==> config.mk <==
export PLATFORM = sky130hd
export DESIGN_NAME = clk_div_gen
export DESIGN_NICKNAME = d
export VERILOG_FILES = /design/src/rtl/clk_div_gen.sv
export SDC_FILE = /design/constraint.sdc
export NUM_CORES = 1
export LEC_CHECK = 0
export BUFFER_PORTS_ARGS = -buffer_cell sky130_fd_sc_hd__buf_2
export CAP_MARGIN = 30
export CORE_MARGIN = 3
export CORE_UTILIZATION = 54
export DETAILED_ROUTE_END_ITERATION = 12
export GPL_TIMING_DRIVEN = 0
export PLACE_DENSITY = 0.72
export REMOVE_ABC_BUFFERS = 1
export SYNTH_ARGS = -nofsm -noshare
export SYNTH_HDL_FRONTEND = slang
export SYNTH_SLANG_ARGS = --single-unit
==> constraint.sdc <==
create_clock -name clk -period 11.6 [get_ports clk]
set_input_delay 0 -clock clk [delete_from_list [all_inputs] [get_ports clk]]
set_output_delay 0 -clock clk [all_outputs]
set_load 0.05 [all_outputs]
==> src/rtl/clk_div_gen.sv <==
// Multi-channel clock divider / strobe generator with per-channel divisor reload,
// drain-on-disable and optional global phase sync (enabled by CLK_GEN_SYNC_EN).
module clk_div_gen #(
  parameter int NCH         = 2,
  parameter int CNT_W       = 8,
  parameter int DIV_DEFAULT = 4
) (
  input  logic                 clk,
  input  logic                 rst_n,
  input  logic [NCH*CNT_W-1:0] div_cfg,
  input  logic                 cfg_load,
  input  logic [NCH-1:0]       ch_en,
  input  logic                 sync,
  output logic [NCH-1:0]       clk_out,
  output logic [NCH-1:0]       stb,
  output logic [NCH-1:0]       ch_active,
  output logic                 cfg_busy
);

  typedef enum logic [1:0] {
    ST_IDLE  = 2'd0,
    ST_RUN   = 2'd1,
    ST_DRAIN = 2'd2
  } ch_state_e;

  logic [NCH-1:0] pend_v;

  assign cfg_busy = |pend_v;

`ifndef CLK_GEN_SYNC_EN
  logic sync_unused;
  assign sync_unused = sync;
`endif

  // Divisors 0 and 1 run as 2 so every period has a high and a low phase.
  function automatic logic [CNT_W-1:0] eff_div(input logic [CNT_W-1:0] d);
    return (d < CNT_W'(2)) ? CNT_W'(2) : d;
  endfunction

  // One extra bit keeps ceil(D/2) exact at the top of the divisor range.
  function automatic logic [CNT_W:0] half_div(input logic [CNT_W-1:0] d);
    logic [CNT_W:0] e;
    e = {1'b0, eff_div(d)};
    return (e + 1'b1) >> 1;
  endfunction

  for (genvar i = 0; i < NCH; i++) begin : g_ch
    ch_state_e        state_q, state_nx;
    logic [CNT_W-1:0] cnt_q, cnt_nx;
    logic [CNT_W-1:0] div_q, div_nx;
    logic [CNT_W-1:0] pend_q, pend_nx;
    logic             pend_v_q, pend_v_nx;
    logic             apply, wrap, restart, sync_hit;
    logic             active_nx, clk_nx, stb_nx;
    logic             clk_q, stb_q, active_q;

    always_comb begin
      sync_hit = 1'b0;
`ifdef CLK_GEN_SYNC_EN
      sync_hit = sync && (state_q != ST_IDLE);
`endif
      wrap     = (state_q != ST_IDLE) && (cnt_q == eff_div(div_q) - CNT_W'(1));
      restart  = wrap || sync_hit;
      state_nx = state_q;
      cnt_nx   = cnt_q;
      apply    = 1'b0;
      case (state_q)
        ST_IDLE: begin
          cnt_nx = '0;
          apply  = pend_v_q;
          if (ch_en[i]) state_nx = ST_RUN;
        end
        ST_RUN, ST_DRAIN: begin
          if (restart) begin
            // A sync seen while draining ends the drain immediately.
            cnt_nx   = '0;
            apply    = pend_v_q;
            state_nx = (ch_en[i] && !(state_q == ST_DRAIN && sync_hit)) ? ST_RUN : ST_IDLE;
          end else begin
            cnt_nx   = cnt_q + CNT_W'(1);
            state_nx = ch_en[i] ? ST_RUN : ST_DRAIN;
          end
        end
        default: begin
          state_nx = ST_IDLE;
          cnt_nx   = '0;
        end
      endcase
      div_nx    = apply ? pend_q : div_q;
      // A load landing on an apply cycle stays pending: apply consumes the old value.
      pend_nx   = cfg_load ? div_cfg[i*CNT_W +: CNT_W] : pend_q;
      pend_v_nx = cfg_load | (pend_v_q & ~apply);
      active_nx = (state_nx != ST_IDLE);
      clk_nx    = active_nx && ({1'b0, cnt_nx} < half_div(div_nx));
      stb_nx    = active_nx && (cnt_nx == eff_div(div_nx) - CNT_W'(1));
    end

    always_ff @(posedge clk) begin
      if (!rst_n) begin
        state_q  <= ST_IDLE;
        cnt_q    <= '0;
        div_q    <= CNT_W'(DIV_DEFAULT);
        pend_q   <= '0;
        pend_v_q <= 1'b0;
        clk_q    <= 1'b0;
        stb_q    <= 1'b0;
        active_q <= 1'b0;
      end else begin
        state_q  <= state_nx;
        cnt_q    <= cnt_nx;
        div_q    <= div_nx;
        pend_q   <= pend_nx;
        pend_v_q <= pend_v_nx;
        clk_q    <= clk_nx;
        stb_q    <= stb_nx;
        active_q <= active_nx;
      end
    end

    assign clk_out[i]   = clk_q;
    assign stb[i]       = stb_q;
    assign ch_active[i] = active_q;
    assign pend_v[i]    = pend_v_q;
  end

endmodule

==> reports/results.tsv, run 1 <==
stage	metric	value	unit
cells_and_area	most frequent cells in the layout	nor2_1 (67), dfxtp_1 (60), nand2_1 (29)	
synthesis	Yosys top cell area share	0.2542	
setup_path	WS Path Type	reg -> reg	
timing	time the worst path needs with I/O delays and setup	5.538	ns
synthesis	post-synthesis xor/xnor area fraction	0.1054	
drt	WL/cell	16.56	microns
synthesis	Seq/Total Area, Yosys	0.2542	
cells_and_area	most common cell after layout, fill and taps aside	nor2_1	
setup_path	worst path required time	11.89	ns
die	Chip Height	99.55	microns
synthesis	Yosys Warn Count	0	
placement	DP HPWL	8604	microns
timing	Final period util	0.4774	
run_status	status	completed	
synthesis	cell count after synthesis	580	
job	max_cap viols	0	
synthesis	Yosys cell types	74	
timing	final hold viol count	0	
synthesis	Synth Area in Compound Gates	0.1581	
min_path	min-delay src	cfg_load	
clocking	root cell of the clock tree	clkbuf_8	
synthesis	Top FF cell, synth	dfxtp_1	
setup_path	Setup crit start	g_ch[0].div_q[3]	
pwr	leakage	2.086	nW
timing	TNS Setup	0	ns
cells_and_area	layout cell share with drive strength beyond 1	0.1183	
drt	wirelength, routed	11680	microns
setup_path	Critical Path Fanout Max	14	
clocking	source-to-sink clock delay at the later pin of the worst-skew pair	0.34	ns
die	chip width	99.55	microns
clocking	CTS max path bufs	2	
synthesis	Synth Area in Adders	0.06884	
cells_and_area	synth-to-layout area growth	8.684	%
setup_path	Crit. End Element	flop	
cells_and_area	Final nets	643	
drt	first-iteration detailed-routing DRC count	355	
synthesis	fraction of registers with async set/reset	0	
timing	Peak Freq	0.1806	GHz
global_route	vias in the first global route	3974	
timing	Final Slew Violations	0	
global_route	GRT Resource Usage Total	0.2420	
synthesis	Post-synth EDFFs	0	
synthesis	Seq cells post-synth	60	
global_route	first-pass GRT wire length	19440	microns
setup_path	Startpoint Class	flop	
synthesis	post-synthesis simple-gate area fraction	0.2626	
timing	Final WS setup	6.062	ns
drt	drt pass-1 iters	6	
timing	RSZ-0062 raised after global routing	no	
cells_and_area	non-filler cells, final	705	
die	core area	0.008341	sq mm
clocking	CTS buffer count	9	
synthesis	top post-synthesis cells by area	dfxtp_1 (25%), ha_1 (6.9%), nor2_1 (5.3%)	
global_route	largest net degree at the start of global routing	48	
die	I/O pin total	29	
setup_path	critical path arrival	5.83	ns
drt	routed vias	4294	
synthesis	Synth Area per Inst	8.148	sq um
clocking	Reg clk slew, reported paths	0.08	ns
placement	port buffer count	27	
die	die area	0.009910	sq mm
min_path	Hold Crit Class	in -> reg	
pwr	Pwr Density	122.0	mW/mm^2
global_route	gr ovfl total	0	
synthesis	Mapped Area	0.004726	sq mm
placement	pre-CTS WS	6.114	ns
placement	routability cong.	0.8912	
timing	Slew headroom	0.4071	
die	cell row count	33	
timing	final setup fails	0	
drt	Antenna Nets Post-Route	0	
pwr	Peak VDD IR	0.08033	mV
synthesis	post-synthesis mux area share	0.08261	
drt	via/cell ratio	6.091	
synthesis	top cell type by total area after synthesis	dfxtp_1	
clocking	CTS tree	done	
cells_and_area	number of diodes	0	
cells_and_area	fillers	746	
placement	Post-Place Cells	670	
die	initial cell density of the core	0.5666	
timing	Worst-Margin Slew	0.8893	ns
drt	Remaining DRCs	0	
clocking	H-tree Lvls	3	
timing	Layout Skew	0.01170	ns
clocking	TritonCTS Sinks	60	
global_route	initial antenna violation count	0	
synthesis	largest family of logic cells by synthesized area	simple AND/OR/NAND/NOR gates	
setup_path	Crit Reg-Reg Startpoint	g_ch[0].div_q[3]	
## layer usage
layer	wire (microns)	GRT usage	vias to the layer above
met5	0	0	-
met4	143	0.07038	0
met3	856	0.04628	17
met2	5190	0.3750	172
met1	5487	0.3416	2009
li1	-	-	2096
## worst max-delay path, cell delays in order (launching register included)
cell and delay, ns:
dfxtp_1 0.46, or4_4 0.63, nor2_1 0.15, nand2_1 0.07, nand2_1 0.13, ha_1 0.25
or4b_1 0.45, a21oi_1 0.15, o22ai_1 0.10, or4_4 0.44, o31a_1 0.59, nor3_1 0.30
a21o_1 0.14, inv_1 0.05, ha_1 0.21, nor2b_1 0.15, nand3b_1 0.14, xnor2_1 0.14
ha_1 0.27, a21oi_1 0.16, nor2b_1 0.06, o21ai_0 0.14, and3b_1 0.17, o21a_1 0.11
## where the power goes
group	switching [mW]	leakage [nW]	internal, mW
clock network	0.0842	0.0844	0.0831
registers	0.0204	0.491	0.220
logic	0.130	1.51	0.0891
## registers in the layout (all words and copies together) (netlist names)
name / cells
g_ch.pend_v_q: 2
g_ch.state_q: 4
g_ch.cnt_q: 16
g_ch.stb_q: 2
g_ch.clk_q: 2
g_ch.active_q: 2
g_ch.pend_q: 16
g_ch.div_q: 16
## synthesized netlist by cell type, drive strengths merged, types with 5 or more instances
master and number:
nor4 8, nand2 29, xnor2 24, buf 20
xor2 25, or3 8, nand2b 8, clkbuf 24
a21oi 25, nand4 6, nor2 68, a211oi 7
mux2i 31, or4 7, a31oi 5, nand3 22
o21ai 28, dfxtp 60, nor2b 10, nor3 28
ha 26, a21o 6, inv 25, and3 17
## through the flow
step             util  hold WS [ns]  power, mW  area (sq um)
6_report       0.6158        0.1769     0.6267          5136
3_3_place_gp   0.5711        0.2037     0.4472          4763
5_1_grt        0.6158        0.2085     0.6629          5136
2_1_floorplan       -       0.06194     0.4043          4497
4_1_cts        0.6158        0.1790     0.6276          5136
3_5_place_dp   0.5735        0.2181     0.4561          4783
## kinds of logic (layout without fill, tap and decap cells)
logic type	after synthesis	after routing
fa+ha+maj	26	26
compound gates	106	106
buf+inv	69	89
flops	60	60
simple gates	234	234
xor+xnor	52	52
mux	33	33
## what timing repair did
action	in CTS	in global routing
gates resized for setup	0	0
setup buffers	0	0
endpoints found under the hold margin	22	0
hold buffers	19	0
## final cells by class
type	count	area [sq um]	share of cell area
Tap cell	105	131.4	0.02558
Sequential cell	60	1201	0.2339
Clock inverter	2	10.01	0.001949
Clock buffer	14	152.6	0.02972
Inverter	25	93.84	0.01827
Multi-Input combinational cell	451	3202	0.6234
Timing Repair Buffer	48	345.3	0.06723
## path summary, 6_finish.rpt
path	slack, ns	endpoint	cells past startpoint
max	6.06	g_ch[0].clk_q	23
min	0.18	g_ch[1].pend_v_q	3
max reg2reg	6.06	g_ch[0].clk_q	23
min reg2reg	0.51	g_ch[1].state_q[1]	2
No activity file was read; power rests on OpenSTA's default activity.
==> run 2, diff against run 1 <==
--- a/config.mk
+++ b/config.mk
@@ -5,13 +5,14 @@
 export SDC_FILE = /design/constraint.sdc
 export NUM_CORES = 1
 export LEC_CHECK = 0
+export ABC_AREA = 1
 export BUFFER_PORTS_ARGS = -buffer_cell sky130_fd_sc_hd__buf_2
 export CAP_MARGIN = 30
 export CORE_MARGIN = 3
 export CORE_UTILIZATION = 54
 export DETAILED_ROUTE_END_ITERATION = 12
 export GPL_TIMING_DRIVEN = 0
-export PLACE_DENSITY = 0.72
+export PLACE_DENSITY = 0.75
 export REMOVE_ABC_BUFFERS = 1
 export SYNTH_ARGS = -nofsm -noshare
 export SYNTH_HDL_FRONTEND = slang
==> constraint.sdc (replaced) <==
create_clock -name clk -period 4.69 [get_ports clk]
set_input_delay 0 -clock clk [delete_from_list [all_inputs] [get_ports clk]]
set_output_delay 0 -clock clk [all_outputs]
set_load 0.05 [all_outputs]
==> reports/results.tsv, run 2 <==
stage	metric	value	unit	change
placement	Post-Place Cells	795		+19%
cells_and_area	synth-to-layout area growth	13.20	%	
synthesis	top cell type by total area after synthesis	dfxtp_1		
cells_and_area	Largest regs	g_ch.cnt_q x16, g_ch.div_q x16, g_ch.pend_q x16		
pwr	leakage	2.743	nW	+31%
die	die area	0.009454	sq mm	-4.6%
placement	Cell Area, Placed	0.004710	sq mm	-1.5%
pwr	Pwr Total	1.811	mW	+190%
setup_path	Critical Path Fanout Max	8		-6
die	cell row count	32		-3.0%
drt	Antenna Nets Post-Route	0		unchanged
job	max_cap viols	0		unchanged
pwr	Pwr Density	355.9	mW/mm^2	+190%
global_route	GRT Resource Usage Total	0.2275		-0.01445
timing	Layout Skew	0.01195	ns	+0.0002456 ns
cells_and_area	Final nets	774		+20%
timing	TNS Setup	0	ns	unchanged
drt	drt pass-1 iters	5		-1
clocking	TritonCTS Sinks	60		unchanged
die	core area	0.007888	sq mm	-5.4%
drt	via/cell ratio	5.130		-16%
clocking	H-tree Lvls	3		unchanged
synthesis	cell count after synthesis	679		+17%
synthesis	Yosys Warn Count	0		unchanged
timing	final setup fails	0		unchanged
drt	WL/cell	12.47	microns	-25%
timing	Final period util	0.8948		+0.4174
timing	time the worst path needs with I/O delays and setup	4.197	ns	-1.342 ns
placement	port buffer count	27		unchanged
die	Chip Height	97.23	microns	-2.3%
placement	routability cong.	0.8931		+0.21%
drt	Remaining DRCs	0		unchanged
placement	DP HPWL	7846	microns	-8.8%
cells_and_area	most frequent cells in the layout	nand2_1 (135), inv_1 (113), nor2_1 (77)		
cells_and_area	Layout Utilization	0.6450		+0.02917
cells_and_area	number of diodes	0		unchanged
clocking	CTS max path bufs	2		unchanged
synthesis	Post-synth top cells	nand2_1 (135), inv_1 (113), nor2_1 (79), nand3_1 (64), dfxtp_1 (60)		
timing	Slew headroom	0.4985		+0.09132
cells_and_area	layout cell share with drive strength beyond 1	0.1534		+0.03509
synthesis	Seq/Total Area, Yosys	0.2673		+0.01309
synthesis	most frequent cell after synthesis	nand2_1		
timing	Worst-Margin Slew	0.7515	ns	-0.1378 ns
timing	RSZ-0062 raised after global routing	no		
global_route	largest net degree at the start of global routing	31		-35%
timing	final hold viol count	0		unchanged
timing	Peak Freq	0.2383	GHz	+32%
synthesis	Yosys cell types	31		-58%
synthesis	Top FF cell, synth	dfxtp_1		
synthesis	top post-synthesis cells by area	dfxtp_1 (27%), nand2_1 (11%), inv_1 (9.4%)		
global_route	initial antenna violation count	0		unchanged
clocking	root cell of the clock tree	clkbuf_8		
synthesis	Synth Area per Inst	6.619	sq um	-19%
global_route	first-pass GRT wire length	18030	microns	-7.3%
drt	wirelength, routed	10370	microns	-11%
synthesis	Mapped Area	0.004494	sq mm	-4.9%
setup_path	critical path arrival	4.46	ns	-1.37 ns
drt	first-iteration detailed-routing DRC count	168		-53%
cells_and_area	post-route design area	0.005087	sq mm	-0.95%
setup_path	Startpoint Class	flop		
die	initial cell density of the core	0.5698		+0.003190
run_status	status	completed		
synthesis	Post-synth EDFFs	0		unchanged
pwr	Peak VDD IR	0.2733	mV	+240%
timing	Final Slew Violations	0		unchanged
global_route	gr ovfl total	0		unchanged
clocking	Post-CTS Setup Bufs	0		unchanged
clocking	CTS buffer count	9		unchanged
setup_path	worst path required time	4.95	ns	-6.94 ns
synthesis	Seq cells post-synth	60		unchanged
clocking	Reg clk slew, reported paths	0.07	ns	about the same
clocking	source-to-sink clock delay at the later pin of the worst-skew pair	0.34	ns	about the same
synthesis	fraction of registers with async set/reset	0		unchanged
cells_and_area	most common cell after layout, fill and taps aside	nand2_1		
synthesis	Yosys top cell area share	0.2673		+0.01309
setup_path	Crit. End Element	flop		
cells_and_area	fillers	695		-6.8%
die	I/O pin total	29		unchanged
drt	routed vias	4268		-0.61%
setup_path	WS Path Type	reg -> reg		
clocking	CTS tree	done		
die	chip width	97.23	microns	-2.3%
global_route	vias in the first global route	4156		+4.6%
cells_and_area	non-filler cells, final	832		+18%
min_path	Hold Crit Class	in -> reg		
-- run 2: repair_timing --
action | CTS | global route
endpoints found under the setup margin | 0 | 2
hold endpoints to repair | 19 | 0
hold buffers | 22 | 0
gates resized for setup | 0 | 3
-- run 2: stage by stage --
step | worst slack (ns) | hold WS, ns
2_1_floorplan | 1.083 | 0.06933
3_3_place_gp | 0.5642 | 0.2264
3_5_place_dp | 0.4482 | 0.2347
4_1_cts | 0.4521 | 0.008697
5_1_grt | 0.04451 | 0.04418
6_report | 0.4934 | 0.02208
-- run 2: critical path, cell delays in order, from the launching register on --
cell	delay, ns
dfxtp_1	0.36
nor2_4	0.16
nand4_2	0.17
nand2_1	0.13
ha_1	0.24
xor2_1	0.20
nand2_1	0.08
nor2_1	0.10
nand3_1	0.11
nor2_2	0.16
nand2_2	0.08
nand2_4	0.11
nand3_1	0.14
nand2_2	0.18
nand2_1	0.10
nor2_4	0.13
nand2_4	0.08
nand2_1	0.10
ha_1	0.19
nand2_1	0.08
nor2_2	0.13
nand3_1	0.13
nor2_1	0.12
nand2_1	0.06
ha_1	0.29
a21oi_1	0.16
o21ai_0	0.14
a211oi_1	0.17
-- run 2: logic make-up after synthesis --
family | share of synthesized area
compound gates | 0.07823
flops | 0.2673
fa+ha+maj | 0.07238
buf+inv | 0.1161
xor+xnor | 0.07405
simple gates | 0.3920
-- run 2: final cells by class --
class	instances	area (sq um)	share of cell area
Multi-Input combinational cell	486	2779	0.5462
Inverter	119	446.7	0.08780
Sequential cell	60	1201	0.2361
Timing Repair Buffer	50	382.9	0.07526
Clock inverter	3	15.01	0.002951
Clock buffer	12	135.1	0.02656
Tap cell	102	127.6	0.02509
-- run 2: per-layer routing --
layer / part of all wire / vias to the layer above / GRT usage
met5: 0 / - / 0
li1: - / 2210 / -
met2: 0.51 / 81 / 0.4108
met1: 0.42 / 1950 / 0.2615
met3: 0.039 / 27 / 0.04235
met4: 0.030 / 0 / 0.09691
-- run 2: where the power goes --
part / total, mW / switching (mW) / internal [mW]
combinational: 0.836 / 0.554 / 0.281
clock: 0.384 / 0.197 / 0.187
sequential: 0.591 / 0.0340 / 0.557
total: 1.81 / 0.786 / 1.03
-- run 2: final timing paths --
check	start	to	slack (ns)	cells past startpoint
max	g_ch[1].div_q[2]	g_ch[1].clk_q	0.49	27
min	cfg_load	g_ch[0].pend_q[0]	0.02	3
max reg2reg	g_ch[1].div_q[2]	g_ch[1].clk_q	0.49	27
min reg2reg	g_ch[1].pend_q[4]	g_ch[1].pend_q[4]	0.46	2
==> run 3, diff against run 2 <==
--- a/config.mk
+++ b/config.mk
@@ -12,7 +12,7 @@
 export CORE_UTILIZATION = 54
 export DETAILED_ROUTE_END_ITERATION = 12
 export GPL_TIMING_DRIVEN = 0
-export PLACE_DENSITY = 0.75
+export PLACE_DENSITY = 0.72
 export REMOVE_ABC_BUFFERS = 1
 export SYNTH_ARGS = -nofsm -noshare
 export SYNTH_HDL_FRONTEND = slang
==> constraint.sdc (replaced) <==
create_clock -name clk -period 4.1 [get_ports clk]
set_input_delay 0 -clock clk [delete_from_list [all_inputs] [get_ports clk]]
set_output_delay 0 -clock clk [all_outputs]
set_load 0.05 [all_outputs]
==> reports/results.tsv, run 3 (synthesis gave the netlist of run 2 again) <==
stage	metric	value	unit	change
run_status	status	completed		
job	max_cap viols	0		unchanged
setup_path	critical path arrival	4.32	ns	-0.14 ns
die	die area	0.009454	sq mm	unchanged
clocking	root cell of the clock tree	clkbuf_8		
drt	WL/cell	13.92	microns	+12%
global_route	largest net degree at the start of global routing	31		unchanged
pwr	leakage	2.997	nW	+9.3%
drt	Antenna Nets Post-Route	0		unchanged
pwr	clock share of power	0.186		-0.026
timing	Peak Freq	0.2478	GHz	+4.0%
pwr	Pwr Density	406.7	mW/mm^2	+14%
min_path	Hold Crit Class	in -> reg		
die	Chip Height	97.23	microns	unchanged
clocking	H-tree Lvls	3		unchanged
pwr	share of total power in combinational logic	0.526		+0.064
clocking	TritonCTS Sinks	60		unchanged
pwr	switching portion of total power	0.4470		+0.01318
timing	RSZ-0062 raised after global routing	yes		
cells_and_area	number of diodes	0		unchanged
clocking	source-to-sink clock delay at the later pin of the worst-skew pair	0.34	ns	about the same
pwr	Pwr Total	2.375	mW	+31%
timing	final setup fails	0		unchanged
die	I/O pin total	29		unchanged
setup_path	WS Path Type	reg -> reg		
drt	first-iteration detailed-routing DRC count	156		-7.1%
cells_and_area	most common cell after layout, fill and taps aside	nand2_1		
clocking	CTS tree	done		
pwr	Peak VDD IR	0.2847	mV	+4.2%
die	core area	0.007888	sq mm	unchanged
placement	DP HPWL	7864	microns	+0.22%
pwr	Sequential Power Share	0.289		-0.038
cells_and_area	non-filler cells, final	868		+4.3%
placement	port buffer count	27		unchanged
pwr	Sw Pwr	1.062	mW	+35%
global_route	gr ovfl total	0		unchanged
cells_and_area	Largest regs	g_ch.cnt_q x16, g_ch.div_q x16, g_ch.pend_q x16		
timing	Layout Skew	0.01077	ns	-0.001175 ns
timing	final hold viol count	0		unchanged
setup_path	max incr delay on CP	0.37	ns	about the same
global_route	initial antenna violation count	0		unchanged
clocking	Reg clk slew, reported paths	0.07	ns	about the same
setup_path	most frequent cell on the critical path	nand2_4		
die	initial cell density of the core	0.5698		unchanged
clocking	CTS buffer count	9		unchanged
setup_path	Startpoint Class	flop		
global_route	vias in the first global route	4104		-1.3%
setup_path	Crit. End Element	flop		
setup_path	Crit-path slowest cell	dfxtp_1		
timing	Worst-Margin Slew	1.184	ns	+0.4322 ns
timing	Slew headroom	0.2066		-0.2919
clocking	CTS max path bufs	2		unchanged
timing	Final Slew Violations	0		unchanged
cells_and_area	synth-to-layout area growth	29.93	%	
die	chip width	97.23	microns	unchanged
global_route	first-pass GRT wire length	17600	microns	-2.4%
drt	drt pass-1 iters	5		unchanged
die	cell row count	32		unchanged
drt	via/cell ratio	5.250		+2.3%
setup_path	Critical Path Fanout Max	5		-3
drt	Remaining DRCs	0		unchanged
global_route	GRT Resource Usage Total	0.2211		-0.006443
drt	routed vias	4557		+6.8%
cells_and_area	most frequent cells in the layout	nand2_1 (117), inv_1 (110), nor2_1 (72)		
drt	wirelength, routed	12080	microns	+16%
placement	routability cong.	0.8557		-4.2%
timing	hold slack	0.01249	ns	-0.009586 ns
timing	TNS Setup	0	ns	unchanged
placement	Post-Place Cells	795		unchanged
timing	time the worst path needs with I/O delays and setup	4.035	ns	-0.1617 ns
cells_and_area	Final nets	811		+4.8%
timing	Final period util	0.9841		+0.08932
setup_path	worst path required time	4.38	ns	-0.57 ns
pwr	Int Power	1.313	mW	+28%
cells_and_area	layout cell share with drive strength beyond 1	0.2768		+0.1233
==> run 3: repair_timing <==
| action | 4_1_cts | 5_1_grt |
|---|---|---|
| hold endpoints to repair | 20 | 0 |
| pin swaps | 2 | 70 |
| setup endpoints to repair | 2 | 3 |
| hold buffers | 22 | 0 |
| gates cloned | 0 | 4 |
| gates resized for setup | 9 | 105 |
| setup buffers | 0 | 33 |
==> run 3: power by group through the flow <==
stage | logic, mW | clock network [mW] | registers, mW
finish | 1.25 | 0.441 | 0.686
floorplan | 0.710 | 0 | 0.720
global route | 1.37 | 0.469 | 0.692
detailed placement | 0.928 | 0 | 0.688
CTS | 0.961 | 0.447 | 0.676
global placement | 0.899 | 0 | 0.687
==> run 3: stage by stage <==
step	setup slack, ns	util	cell area (sq um)
2_1_floorplan	0.4934	-	4419
3_3_place_gp	-0.0007430	0.5936	4682
3_5_place_dp	-0.09752	0.5955	4697
4_1_cts	0.0003473	0.6467	5101
5_1_grt	-0.1298	0.7403	5839
6_report	0.06514	0.7403	5839
==> run 3: path summary, 6_finish.rpt <==
path / endpoint / depth (start not counted) / slack [ns] / startpoint
max: g_ch[0].clk_q / 32 / 0.07 / g_ch[0].div_q[1]
max reg2reg: g_ch[0].clk_q / 32 / 0.07 / g_ch[0].div_q[1]
min reg2reg: g_ch[1].pend_q[3] / 2 / 0.47 / g_ch[1].pend_q[3]
min: g_ch[1].pend_q[1] / 3 / 0.01 / cfg_load
==> run 3: layout make-up <==
class                      count  area, sq um
inverter                     119        451.7
sequential                    60         1216
multi-input combinational    490         3271
clock inverter                 5        31.28
clock buffer                   9        123.9
tap                          102        127.6
timing repair buffer          83        618.1
fill                         572         2048
==> run 3: worst max-delay path: cells and delay by family (launching register included) <==
family	cells	cell delay, ns
xor+xnor	1	0.16
simple gates	22	2.19
fa+ha+maj	3	0.65
buf+inv	2	0.10
compound gates	4	0.49
flops	1	0.37
==> run 3: metal layers <==
metal,wire (microns),vias up,global-route usage,share of wire
met1,4793,2092,0.2523,0.40
met5,0,-,0,0
li1,-,2290,-,-
met4,620,0,0.1086,0.051
met2,6207,123,0.3885,0.51
met3,460,52,0.04882,0.038
